## config.mk

```make
export PLATFORM = sky130hd
export DESIGN_NAME = ktms_afu_mmio_req
export DESIGN_NICKNAME = d
export VERILOG_FILES = /design/src/rtl/ktms_mmio_pkg.sv /design/src/rtl/ktms_afu_mmio_tmr.sv /design/src/rtl/ktms_afu_mmio_req.sv
export SDC_FILE = /design/constraint.sdc
export NUM_CORES = 1
export LEC_CHECK = 0
export ABC_AREA = 1
export BUFFER_PORTS_ARGS = -buffer_cell sky130_fd_sc_hd__buf_2
export CAP_MARGIN = 5
export CORE_MARGIN = 2
export CORE_UTILIZATION = 51
export DETAILED_ROUTE_END_ITERATION = 10
export PLACE_DENSITY = 0.92
export RECOVER_POWER = 25
export SYNTH_ARGS = -nofsm -noshare
export SYNTH_HDL_FRONTEND = slang
export SYNTH_SLANG_ARGS = --single-unit
```

## constraint.sdc

```tcl
create_clock -name clk -period 2.3 [get_ports clk]
set_clock_uncertainty 0.05 [all_clocks]
set_input_delay 0.23 -clock clk [delete_from_list [all_inputs] [get_ports clk]]
set_output_delay 0.23 -clock clk [all_outputs]
set_load 0.05 [all_outputs]
```

## src/rtl/ktms_mmio_pkg.sv

```systemverilog
`default_nettype none
// ============================================================================
// Module      : ktms_mmio_pkg
// Description : Definitions shared by the AFU MMIO request issuer and the
//               MMIO ack aggregator: broadcast address bus field offsets,
//               the request-issuer state encoding, the forced-response data
//               word and the host read-data formatting rule.
// Revision    : 1.0 - initial release
// ============================================================================
package ktms_mmio_pkg;

  // Bit offsets of the fields packed onto the broadcast address bus.
  // The address occupies [c_abus_addr +: mmio_addr_width].
  localparam int c_abus_vld  = 0;
  localparam int c_abus_cfg  = 1;
  localparam int c_abus_rnw  = 2;
  localparam int c_abus_dw   = 3;
  localparam int c_abus_addr = 4;

  // Data returned to the host when no register unit answers in time.
  localparam logic [63:0] c_timeout_data = 64'hFFFF_FFFF_FFFF_FFFF;

  // Request issuer states.
  typedef enum logic [1:0] {
    ST_IDLE  = 2'd0,
    ST_ISSUE = 2'd1,
    ST_WAIT  = 2'd2,
    ST_RESP  = 2'd3
  } mmio_state_t;

  // Host read-data formatting.
  // Host bit numbering is big-endian ([0:63]), so the host's bits 32..63
  // are the low word [31:0] of our little-endian vector. A 32-bit read
  // returns that word replicated into both halves; writes return zero.
  function automatic logic [63:0] fmt_rdata(
    input logic        rnw,
    input logic        dw,
    input logic [63:0] d
  );
    logic [63:0] w_res;
    if (!rnw) begin
      w_res = 64'd0;
    end else if (dw) begin
      w_res = d;
    end else begin
      w_res = {d[31:0], d[31:0]};
    end
    return w_res;
  endfunction

endpackage
`default_nettype wire

```

## src/rtl/ktms_afu_mmio_tmr.sv

```systemverilog
`default_nettype none
// ============================================================================
// Module      : ktms_afu_mmio_tmr
// Description : Wait-state timer for the MMIO request issuer. A
//               log2(timeout_cycles)-bit up-counter with synchronous clear
//               and count enable. o_expire is asserted while enabled and the
//               count sits at timeout_cycles-1, i.e. during the
//               timeout_cycles-th enabled cycle after a clear.
// Ports       : clk      - clock
//               reset    - asynchronous active-low reset
//               i_clr    - clear count to zero (wins over i_en)
//               i_en     - advance count by one
//               o_expire - final count reached while enabled
// Revision    : 1.0 - initial release
// ============================================================================
module ktms_afu_mmio_tmr #(
  // Must be a power of two and at least 4.
  parameter int timeout_cycles = 1024
) (
  input  logic clk,
  input  logic reset,
  input  logic i_clr,
  input  logic i_en,
  output logic o_expire
);

  localparam int c_tw = $clog2(timeout_cycles);

  logic [c_tw-1:0] r_count;

  always_ff @(posedge clk or negedge reset) begin
    if (!reset) begin
      r_count <= '0;
    end else if (i_clr) begin
      r_count <= '0;
    end else if (i_en) begin
      r_count <= r_count + c_tw'(1);
    end
  end

  // timeout_cycles is a power of two, so timeout_cycles-1 is all ones and
  // the counter never needs an explicit wrap.
  assign o_expire = i_en & (&r_count);

endmodule
`default_nettype wire

```

## src/rtl/ktms_afu_mmio_req.sv

```systemverilog
`default_nettype none
// ============================================================================
// Module      : ktms_afu_mmio_req
// Description : Host-facing MMIO request issuer. Accepts one host MMIO
//               request at a time, broadcasts it to all register units as a
//               one-cycle pulse on the address/data bus, waits for the
//               aggregated acknowledge and returns ack plus read data to the
//               host. A wait-state timer forces an all-ones response so the
//               host is never left hanging.
// Ports       : clk          - clock
//               reset        - asynchronous active-low reset
//               ha_mmval     - host request valid (single-cycle pulse)
//               ha_mmcfg     - config-space access
//               ha_mmrnw     - 1 read / 0 write
//               ha_mmdw      - 1 64-bit / 0 32-bit access
//               ha_mmad      - request address
//               ha_mmdata    - write data
//               o_mmioabus   - broadcast bus {addr,dw,rnw,cfg,vld}
//               o_mmiodbus   - broadcast write data
//               i_ack_v      - aggregated acknowledge
//               i_ack_d      - aggregated read data
//               ah_mmack     - host acknowledge (single-cycle pulse)
//               ah_mmdata    - host read data, valid with ah_mmack
//               o_timeout    - pulse when a response is forced
//               o_proto_err  - pulse when a request arrives while busy
//               o_stray_ack  - pulse when an ack arrives while idle
// Revision    : 1.0 - initial release
// ============================================================================
module ktms_afu_mmio_req
  import ktms_mmio_pkg::*;
#(
  parameter int mmio_addr_width = 24,
  parameter int mmiobus_awidth  = mmio_addr_width + 4,
  // Must be a power of two and at least 4.
  parameter int timeout_cycles  = 1024
) (
  input  logic                       clk,
  input  logic                       reset,
  // host request
  input  logic                       ha_mmval,
  input  logic                       ha_mmcfg,
  input  logic                       ha_mmrnw,
  input  logic                       ha_mmdw,
  input  logic [mmio_addr_width-1:0] ha_mmad,
  input  logic [63:0]                ha_mmdata,
  // broadcast to register units
  output logic [mmiobus_awidth-1:0]  o_mmioabus,
  output logic [63:0]                o_mmiodbus,
  // aggregated acknowledge
  input  logic                       i_ack_v,
  input  logic [63:0]                i_ack_d,
  // host response
  output logic                       ah_mmack,
  output logic [63:0]                ah_mmdata,
  // status pulses
  output logic                       o_timeout,
  output logic                       o_proto_err,
  output logic                       o_stray_ack
);

  mmio_state_t r_state;
  mmio_state_t w_state_nxt;

  logic [mmiobus_awidth-1:0] r_abus;
  logic [63:0]               r_dbus;
  logic                      r_mmack;
  logic [63:0]               r_mmdata;
  logic                      r_timeout;
  logic                      r_proto_err;
  logic                      r_stray_ack;

  logic w_accept;    // request taken in IDLE
  logic w_ack_take;  // ack consumed in WAIT
  logic w_force;     // timer expired with no ack
  logic w_respond;   // WAIT -> RESP this cycle
  logic w_expire;

  // --------------------------------------------------------------------------
  // Wait-state timer: cleared during the ISSUE cycle so that it reads zero in
  // the first WAIT cycle, and counts only while waiting.
  // --------------------------------------------------------------------------
  ktms_afu_mmio_tmr #(
    .timeout_cycles (timeout_cycles)
  ) u_tmr (
    .clk      (clk),
    .reset    (reset),
    .i_clr    (r_state == ST_ISSUE),
    .i_en     (r_state == ST_WAIT),
    .o_expire (w_expire)
  );

  // --------------------------------------------------------------------------
  // Event decode
  // --------------------------------------------------------------------------
  assign w_accept   = (r_state == ST_IDLE) & ha_mmval;
  assign w_ack_take = (r_state == ST_WAIT) & i_ack_v;
  // An ack landing in the expiry cycle wins; the timeout is suppressed.
  assign w_force    = (r_state == ST_WAIT) & ~i_ack_v & w_expire;
  assign w_respond  = w_ack_take | w_force;

  // --------------------------------------------------------------------------
  // State machine
  // --------------------------------------------------------------------------
  always_ff @(posedge clk or negedge reset) begin
    if (!reset) begin
      r_state <= ST_IDLE;
    end else begin
      r_state <= w_state_nxt;
    end
  end

  always_comb begin
    w_state_nxt = r_state;
    case (r_state)
      ST_IDLE:  if (ha_mmval)  w_state_nxt = ST_ISSUE;
      ST_ISSUE:                w_state_nxt = ST_WAIT;
      ST_WAIT:  if (w_respond) w_state_nxt = ST_RESP;
      ST_RESP:                 w_state_nxt = ST_IDLE;
      default:                 w_state_nxt = ST_IDLE;
    endcase
  end

  // --------------------------------------------------------------------------
  // Registered outputs. Everything is loaded on the edge that enters the
  // state in which it must be visible, so each pulse coincides with its
  // state and no output has a combinational path from an input.
  // --------------------------------------------------------------------------
  always_ff @(posedge clk or negedge reset) begin
    if (!reset) begin
      r_abus      <= '0;
      r_dbus      <= '0;
      r_mmack     <= 1'b0;
      r_mmdata    <= '0;
      r_timeout   <= 1'b0;
      r_proto_err <= 1'b0;
      r_stray_ack <= 1'b0;
    end else begin
      // vld is high exactly in the ISSUE cycle; the other fields and the
      // data bus keep the last request so receivers see a stable bus.
      r_abus[c_abus_vld] <= w_accept;
      if (w_accept) begin
        r_abus[c_abus_cfg]                      <= ha_mmcfg;
        r_abus[c_abus_rnw]                      <= ha_mmrnw;
        r_abus[c_abus_dw]                       <= ha_mmdw;
        r_abus[c_abus_addr +: mmio_addr_width]  <= ha_mmad;
        r_dbus                                  <= ha_mmdata;
      end

      r_mmack   <= w_respond;
      r_timeout <= w_force;
      if (w_respond) begin
        r_mmdata <= fmt_rdata(r_abus[c_abus_rnw], r_abus[c_abus_dw],
                              w_ack_take ? i_ack_d : c_timeout_data);
      end else begin
        r_mmdata <= '0;
      end

      // A request while busy is dropped; state is untouched.
      r_proto_err <= ha_mmval & (r_state != ST_IDLE);
      // An ack while idle is typically a late answer to a timed-out request.
      r_stray_ack <= i_ack_v & (r_state == ST_IDLE);
    end
  end

  assign o_mmioabus  = r_abus;
  assign o_mmiodbus  = r_dbus;
  assign ah_mmack    = r_mmack;
  assign ah_mmdata   = r_mmdata;
  assign o_timeout   = r_timeout;
  assign o_proto_err = r_proto_err;
  assign o_stray_ack = r_stray_ack;

endmodule
`default_nettype wire

```

==> results of run 1 <==
[power by group through the flow]
stage                     combinational (W)  sequential [W]  clock, W
after floorplan                     0.00216         0.00780         0
after global routing                0.00828         0.00484   0.00265
final                               0.00781         0.00475   0.00251
after global placement              0.00711         0.00457         0
after CTS                           0.00745         0.00462   0.00252
after detailed placement            0.00726         0.00465         0
[sequential cells by signal, indices dropped and copies added (netlist names)]
register and flops:
o_mmiodbus 64, o_mmioabus 28, u_tmr.r_count 10, r_state 2, ah_mmdata 64, o_proto_err 1, ah_mmack 1, o_stray_ack 1
o_timeout 1
[per-layer routing]
layer / GRT usage (%) / share of wire (%) / vias to the layer above / wire length, um
met2: 55.9 / 47 / 551 / 12300
li1: - / - / 3324 / -
met5: 2.43 / 0.065 / - / 17
met4: 20.5 / 7.1 / 4 / 1850
met3: 16.3 / 12 / 166 / 3160
met1: 39.4 / 34 / 3536 / 8760
[cells by family (layout without fill, tap and decap cells)]
family / Yosys count / count (layout) / synth area share [%]
compound gates: 169 / 169 / 13.3
xor+xnor: 1 / 1 / 0.121
fa+ha+maj: 4 / 4 / 0.694
buf+inv: 108 / 503 / 6.75
flops: 172 / 172 / 59.7
simple gates: 362 / 362 / 19.4
[synthesized netlist by cell type (all sizes together)]
cell type,n,area share (%)
dfrtp,172,60
nor3b,1,0.17
nand3,7,0.49
nand4,2,0.26
a21oi,101,8.6
o21ai,68,4.7
xor2,1,0.12
nand2,336,17
buf,38,3.1
nor2,14,0.83
nor3,1,0.069
clkbuf,18,0.94
or2,1,0.087
inv,52,2.7
ha,4,0.69
[cell type report]
class	instances	area, sq um
Timing Repair Buffer	424	2690
Clock inverter	8	51.3
Sequential cell	172	4310
Multi-Input combinational cell	536	2440
Tap cell	180	225
Inverter	52	195
Fill cell	877	3470
Clock buffer	19	443
[through the flow]
step,utilization (%),setup slack (ns),hold slack (ns)
4_1_cts,75.0,0.375,0.00808
3_3_place_gp,64.8,0.471,0.153
2_1_floorplan,-,0.782,-0.116
6_report,74.9,0.259,0.0129
3_5_place_dp,64.8,0.390,0.161
5_1_grt,74.9,0.123,0.0199
[how the worst max path moves through the flow]
stage	start	endpoint	slack, ns	cells past startpoint
2_1_floorplan	r_state[0]$_DFFE_PN0P_	ah_mmdata[24]$_DFF_PN0_	0.78	7
3_3_place_gp	r_state[0]$_DFFE_PN0P_	ah_mmdata[19]$_DFF_PN0_	0.47	7
3_5_place_dp	r_state[0]$_DFFE_PN0P_	ah_mmdata[18]$_DFF_PN0_	0.39	7
4_1_cts	r_state[0]$_DFFE_PN0P_	ah_mmdata[21]$_DFF_PN0_	0.37	7
5_1_grt	r_state[1]$_DFFE_PN0P_	o_mmioabus[7]$_DFFE_PN0P_	0.12	7
6_report	r_state[1]$_DFFE_PN0P_	o_mmiodbus[21]$_DFFE_PN0P_	0.26	7
[worst min-delay path: stages]
cell	delay, ns
buf_2	0.10
nand2_1	0.06
nand2_1	0.06
==> impl_metrics.py, run 1 <==
metrics = {
    "place": {
        "dp.cells": 1273,
        "placed_area_sq_mm": 0.00896,
        "port_buffers": 318,
        "globalplace.congestion": 0.804,
        "hpwlAfterDp_um": 14200,
    },
    "pwr": {
        "power.share.clock_pct": 16.7,
        "p_switching_w": 0.00794,
        "combPwrFrac_pct": 51.8,
        "power_density_mw_per_mm2": 1460,
        "p_sw_share_pct": 52.7,
        "finalPower_w": 0.0151,
        "power.share.sequential_pct": 31.5,
        "p_leak_nw": 5.86,
        "peakVddDrop_uv": 659,
        "p_int_w": 0.00713,
    },
    "worst_setup_path": {
        "r2r_cells": 7,
        "r2r_slack_ns": 0.26,
        "criticalPathCategory": "reg -> reg",
        "cp_data_required_time_ns": 2.57,
        "path_max_fanout": 44,
        "path_cells": "inv_1 -> ha_1 -> nand2_2 -> inv_2 -> buf_12 -> nand2_1 -> nand2_1",
        "crit_path_end_kind": "flop",
        "r2r-start": "r_state[1]$_DFFE_PN0P_",
        "cp_slowest_cell": "dfrtp_1",
        "cpPeakStageDelay_ns": 0.41,
        "crit_buf_inv": 3,
        "critPathMostFrequentCell": "nand2_1",
        "critical_path_arrival_ns": 2.31,
        "startpoint_type": "flop",
        "r2r-end": "o_mmiodbus[21]$_DFFE_PN0P_",
        "path_delay_family": "buffers and inverters",
    },
    "finish": {
        "areaGrowthSynthToFinish_pct": 43.6,
        "final_cell_mix": "nand2_1 (334), buf_2 (317), dfrtp_1 (170)",
        "final_common_cell": "nand2_1",
        "fin_cells": 1391,
        "fin_area_sq_mm": 0.0104,
        "drive_gt1_share_pct": 33.0,
        "nets": 1366,
        "diodes": 0,
    },
    "timing": {
        "tns_ns": 0,
        "fmax_mhz": 490,
        "finalCritPeriodShare_pct": 88.8,
        "finalSetupViolCount": 0,
        "slew_headroom_pct": 16.2,
        "tightest_slew_ns": 1.26,
        "fin_crit_ns": 2.04,
        "rsz0062_at_grt": "no",
        "hold_violations": 0,
        "slew_viol_final": 0,
    },
    "clocking": {
        "cts_buffer_depth": 2,
        "cts_buffers": 17,
        "cts.sinks": 172,
        "cts_hold_buf": 91,
        "post_cts_buffers": 0,
        "clk_root_buffer_cell": "clkbuf_16",
        "cts_tree": "built",
        "clk_latency_ns": 0.42,
        "cts_htree_levels": 4,
        "cts_resized": 0,
        "clkSlewWorstSetupHoldPaths_ns": 0.07,
    },
    "logic_synthesis": {
        "ys_types": 22,
        "synth_area_sq_mm": 0.00721,
        "netlist_instances": 816,
        "syn_nets": 979,
        "syn_area_per_cell_sq_um": 8.84,
        "synth_seq_area_share_pct": 59.7,
        "ys_ff_latch": 172,
        "ys_warn_count": 0,
    },
    "global_routing": {
        "grt_overflow": 0,
        "grt_first_pass_wirelength_um": 39800,
        "grt_max_degree": 92,
        "grt_use_total_pct": 35.5,
        "grt_pass1_vias": 7417,
        "antenna_found_initial": 1,
    },
    "detailed_routing": {
        "drt_iter0_drc": 856,
        "vias": 7581,
        "wl_per_cell_um": 18.8,
        "drtPass1Iterations": 6,
        "wirelength_um": 26100,
        "drc_errors": 0,
        "drt.antenna.violating_nets": 0,
        "routed_via_density": 5.45,
    },
    "min_path": {
        "holdPathStages": 3,
        "hp-class": "in -> reg",
        "min_to": "o_mmiodbus[10]$_DFFE_PN0P_",
        "hp-start": "ha_mmdata[10]",
    },
    "floorplanning": {
        "die_w_um": 123,
        "io_pins": 319,
        "die_area_sq_mm": 0.0151,
        "coreArea_sq_mm": 0.0138,
        "row_count": 43,
        "fp.dieH_um": 123,
        "initial_core_util_pct": 52.1,
    },
    "flow_run": {
        "maxCapViolations": 0,
    },
    "run_status": {
        "outcome": "finished, final reports clean",
    },
}
No activity file was read; power rests on OpenSTA's default activity.
==> inputs of run 2 (changes only) <==
CELL_PAD_IN_SITES_DETAIL_PLACEMENT = 1   (was default)
CELL_PAD_IN_SITES_GLOBAL_PLACEMENT = 2   (was default)
CORE_ASPECT_RATIO = 1.75   (was default)
CORE_UTILIZATION = 28   (was 51)
PLACE_DENSITY = 0.91   (was 0.92)
clock period = 2.4 ns   (was 2.3 ns; I/O delays follow)
==> run 2 against run 1 <==
Against the previous run: non-clock buffer count increased by 3; the run now ends with max-capacitance violations, max-slew violations left; clock power increased by 21%; critical path depth unchanged; largest power group unchanged; via count decreased by 7.6%; first-iteration DRC count decreased by 63%; maximum frequency increased by 5.4%; total power decreased by 3.3%; final cell count increased by 10%; sequential share of layout area decreased by 1.4 points; largest cell class unchanged; die area increased by 79%; combinational power decreased by 8.6%; wire length decreased by 1.2%.
==> impl_metrics.py, run 2 (synthesis gave the netlist of run 1 again) <==
metrics = {
    "detailed_routing": {
        "wirelength_um": 25800,
        "drt.antenna.violating_nets": 0,
        "drtPass1Iterations": 6,
        "wl_per_cell_um": 16.8,
        "vias": 7004,
        "routed_via_density": 4.56,
        "drc_errors": 0,
        "drt_iter0_drc": 313,
    },
    "timing": {
        "setup_ws_ns": 0.464,
        "finalSetupViolCount": 0,
        "slew_viol_final": 55,
        "fmax_mhz": 516,
        "rsz0062_at_grt": "no",
        "fin_crit_ns": 1.94,
        "tns_ns": 0,
        "slew_headroom_pct": -4.95,
        "finalCritPeriodShare_pct": 80.7,
        "tightest_slew_ns": 1.57,
        "hold_violations": 0,
    },
    "min_path": {
        "hp-class": "in -> reg",
        "hp-start": "i_ack_d[12]",
    },
    "clocking": {
        "clkSlewWorstSetupHoldPaths_ns": 0.07,
        "clk_latency_ns": 0.44,
        "cts_buffer_depth": 2,
        "cts_buffers": 17,
        "cts.sinks": 172,
        "clk_root_buffer_cell": "clkbuf_16",
        "cts_htree_levels": 4,
        "cts_hold_buf": 94,
        "cts_tree": "built",
        "cts_resized": 0,
        "post_cts_buffers": 0,
    },
    "floorplanning": {
        "coreArea_sq_mm": 0.0253,
        "row_count": 77,
        "fp.dieH_um": 216,
        "io_pins": 319,
        "die_w_um": 125,
        "initial_core_util_pct": 28.5,
        "die_area_sq_mm": 0.0271,
    },
    "place": {
        "dp.cells": 1409,
        "hpwlAfterDp_um": 17300,
        "port_buffers": 318,
        "dpl_worst_slack_ns": 0.434,
        "globalplace.congestion": 0.781,
    },
    "worst_setup_path": {
        "path_max_fanout": 40,
        "critPathLaunch": "r_state[0]$_DFFE_PN0P_",
        "criticalPathCategory": "reg -> reg",
        "crit_path_end_kind": "flop",
        "critical_path_arrival_ns": 2.25,
        "startpoint_type": "flop",
        "cp_data_required_time_ns": 2.71,
        "r2r-start": "r_state[0]$_DFFE_PN0P_",
    },
    "run_status": {
        "outcome": "complete, but fails checks",
        "violations": "max-capacitance violations, max-slew violations",
    },
    "global_routing": {
        "grt_use_total_pct": 19.3,
        "grt_first_pass_wirelength_um": 40900,
        "grt_overflow": 0,
        "antenna_found_initial": 8,
        "grt_max_degree": 74,
        "grt_pass1_vias": 7543,
    },
    "pwr": {
        "p_leak_nw": 5.95,
        "peakVddDrop_uv": 503,
        "power_density_mw_per_mm2": 1360,
    },
    "finish": {
        "areaGrowthSynthToFinish_pct": 48.4,
        "final_common_cell": "nand2_1",
        "fin_cells": 1537,
        "final_cell_mix": "nand2_1 (334), buf_2 (317), dfrtp_1 (170)",
        "drive_gt1_share_pct": 33.2,
        "nets": 1369,
    },
    "flow_run": {
        "maxCapViolations": 1,
    },
}
-- run 2: changes by cell type in the layout (fill, tap and decap cells not counted) --
cell           change
buf_4              +1
buf_6              -1
bufinv_16          +5
clkbuf_1           -1
clkinv_4           +2
clkinvlp_4         -3
diode_2            +4
dlygate4sd3_1      +3
-- run 2: worst paths after layout --
check | slack (ns) | endpoint | cells after the start
worst max-delay path | 0.46 | ah_mmdata[21]$_DFF_PN0_ | 7
worst min-delay path | 0.05 | ah_mmdata[12]$_DFF_PN0_ | 3
worst max register to register | 0.46 | ah_mmdata[21]$_DFF_PN0_ | 7
worst min register to register | 0.42 | o_mmioabus[7]$_DFFE_PN0P_ | 2
max in group asynchronous | 0.56 | o_mmioabus[3]$_DFFE_PN0P_ | 2
min in group asynchronous | 0.68 | o_mmiodbus[12]$_DFFE_PN0P_ | 2
-- run 2: where the power goes --
group	leakage (nW)	internal, W	total (W)	switching [W]
sequential	2.24	0.00385	0.00441	0.000559
clock	0.315	0.00186	0.00303	0.00117
combinational	3.40	0.00164	0.00714	0.00550
-- run 2: stage by stage --
step / hold WS (ns) / utilization, % / cell area [sq um] / power (W)
3_5_place_dp: 0.219 / 36.0 / 9120 / 0.0115
2_1_floorplan: -0.106 / - / 7210 / 0.00955
6_report: 0.0521 / 42.2 / 10700 / 0.0146
4_1_cts: 0.0240 / 42.2 / 10700 / 0.0147
3_3_place_gp: 0.218 / 36.0 / 9120 / 0.0113
5_1_grt: 0.0640 / 42.2 / 10700 / 0.0154
-- run 2: area by class of cell --
class | count | area [sq um]
inverter | 52 | 195
timing repair buffer | 427 | 2720
clock buffer | 18 | 439
fill | 3024 | 14600
sequential | 172 | 4310
tap | 316 | 395
clock inverter | 12 | 196
multi-input combinational | 536 | 2440
antenna | 4 | 10.0
-- run 2: layer usage --
layer  track usage [%]  vias up  wire length (um)
li1                  -     3333                 -
met1              20.4     3372              9510
met2              34.9      236             13800
met3              5.01       55              1480
met4              10.3        8              1020
met5                 0        -                51
-- run 2: critical path: stages (launching register included) --
cell and delay (ns):
dfrtp_1 0.40, inv_1 0.09, ha_1 0.26, nand2_1 0.08, nor3_1 0.29, nand4_4 0.12
buf_4 0.31, a21oi_1 0.21
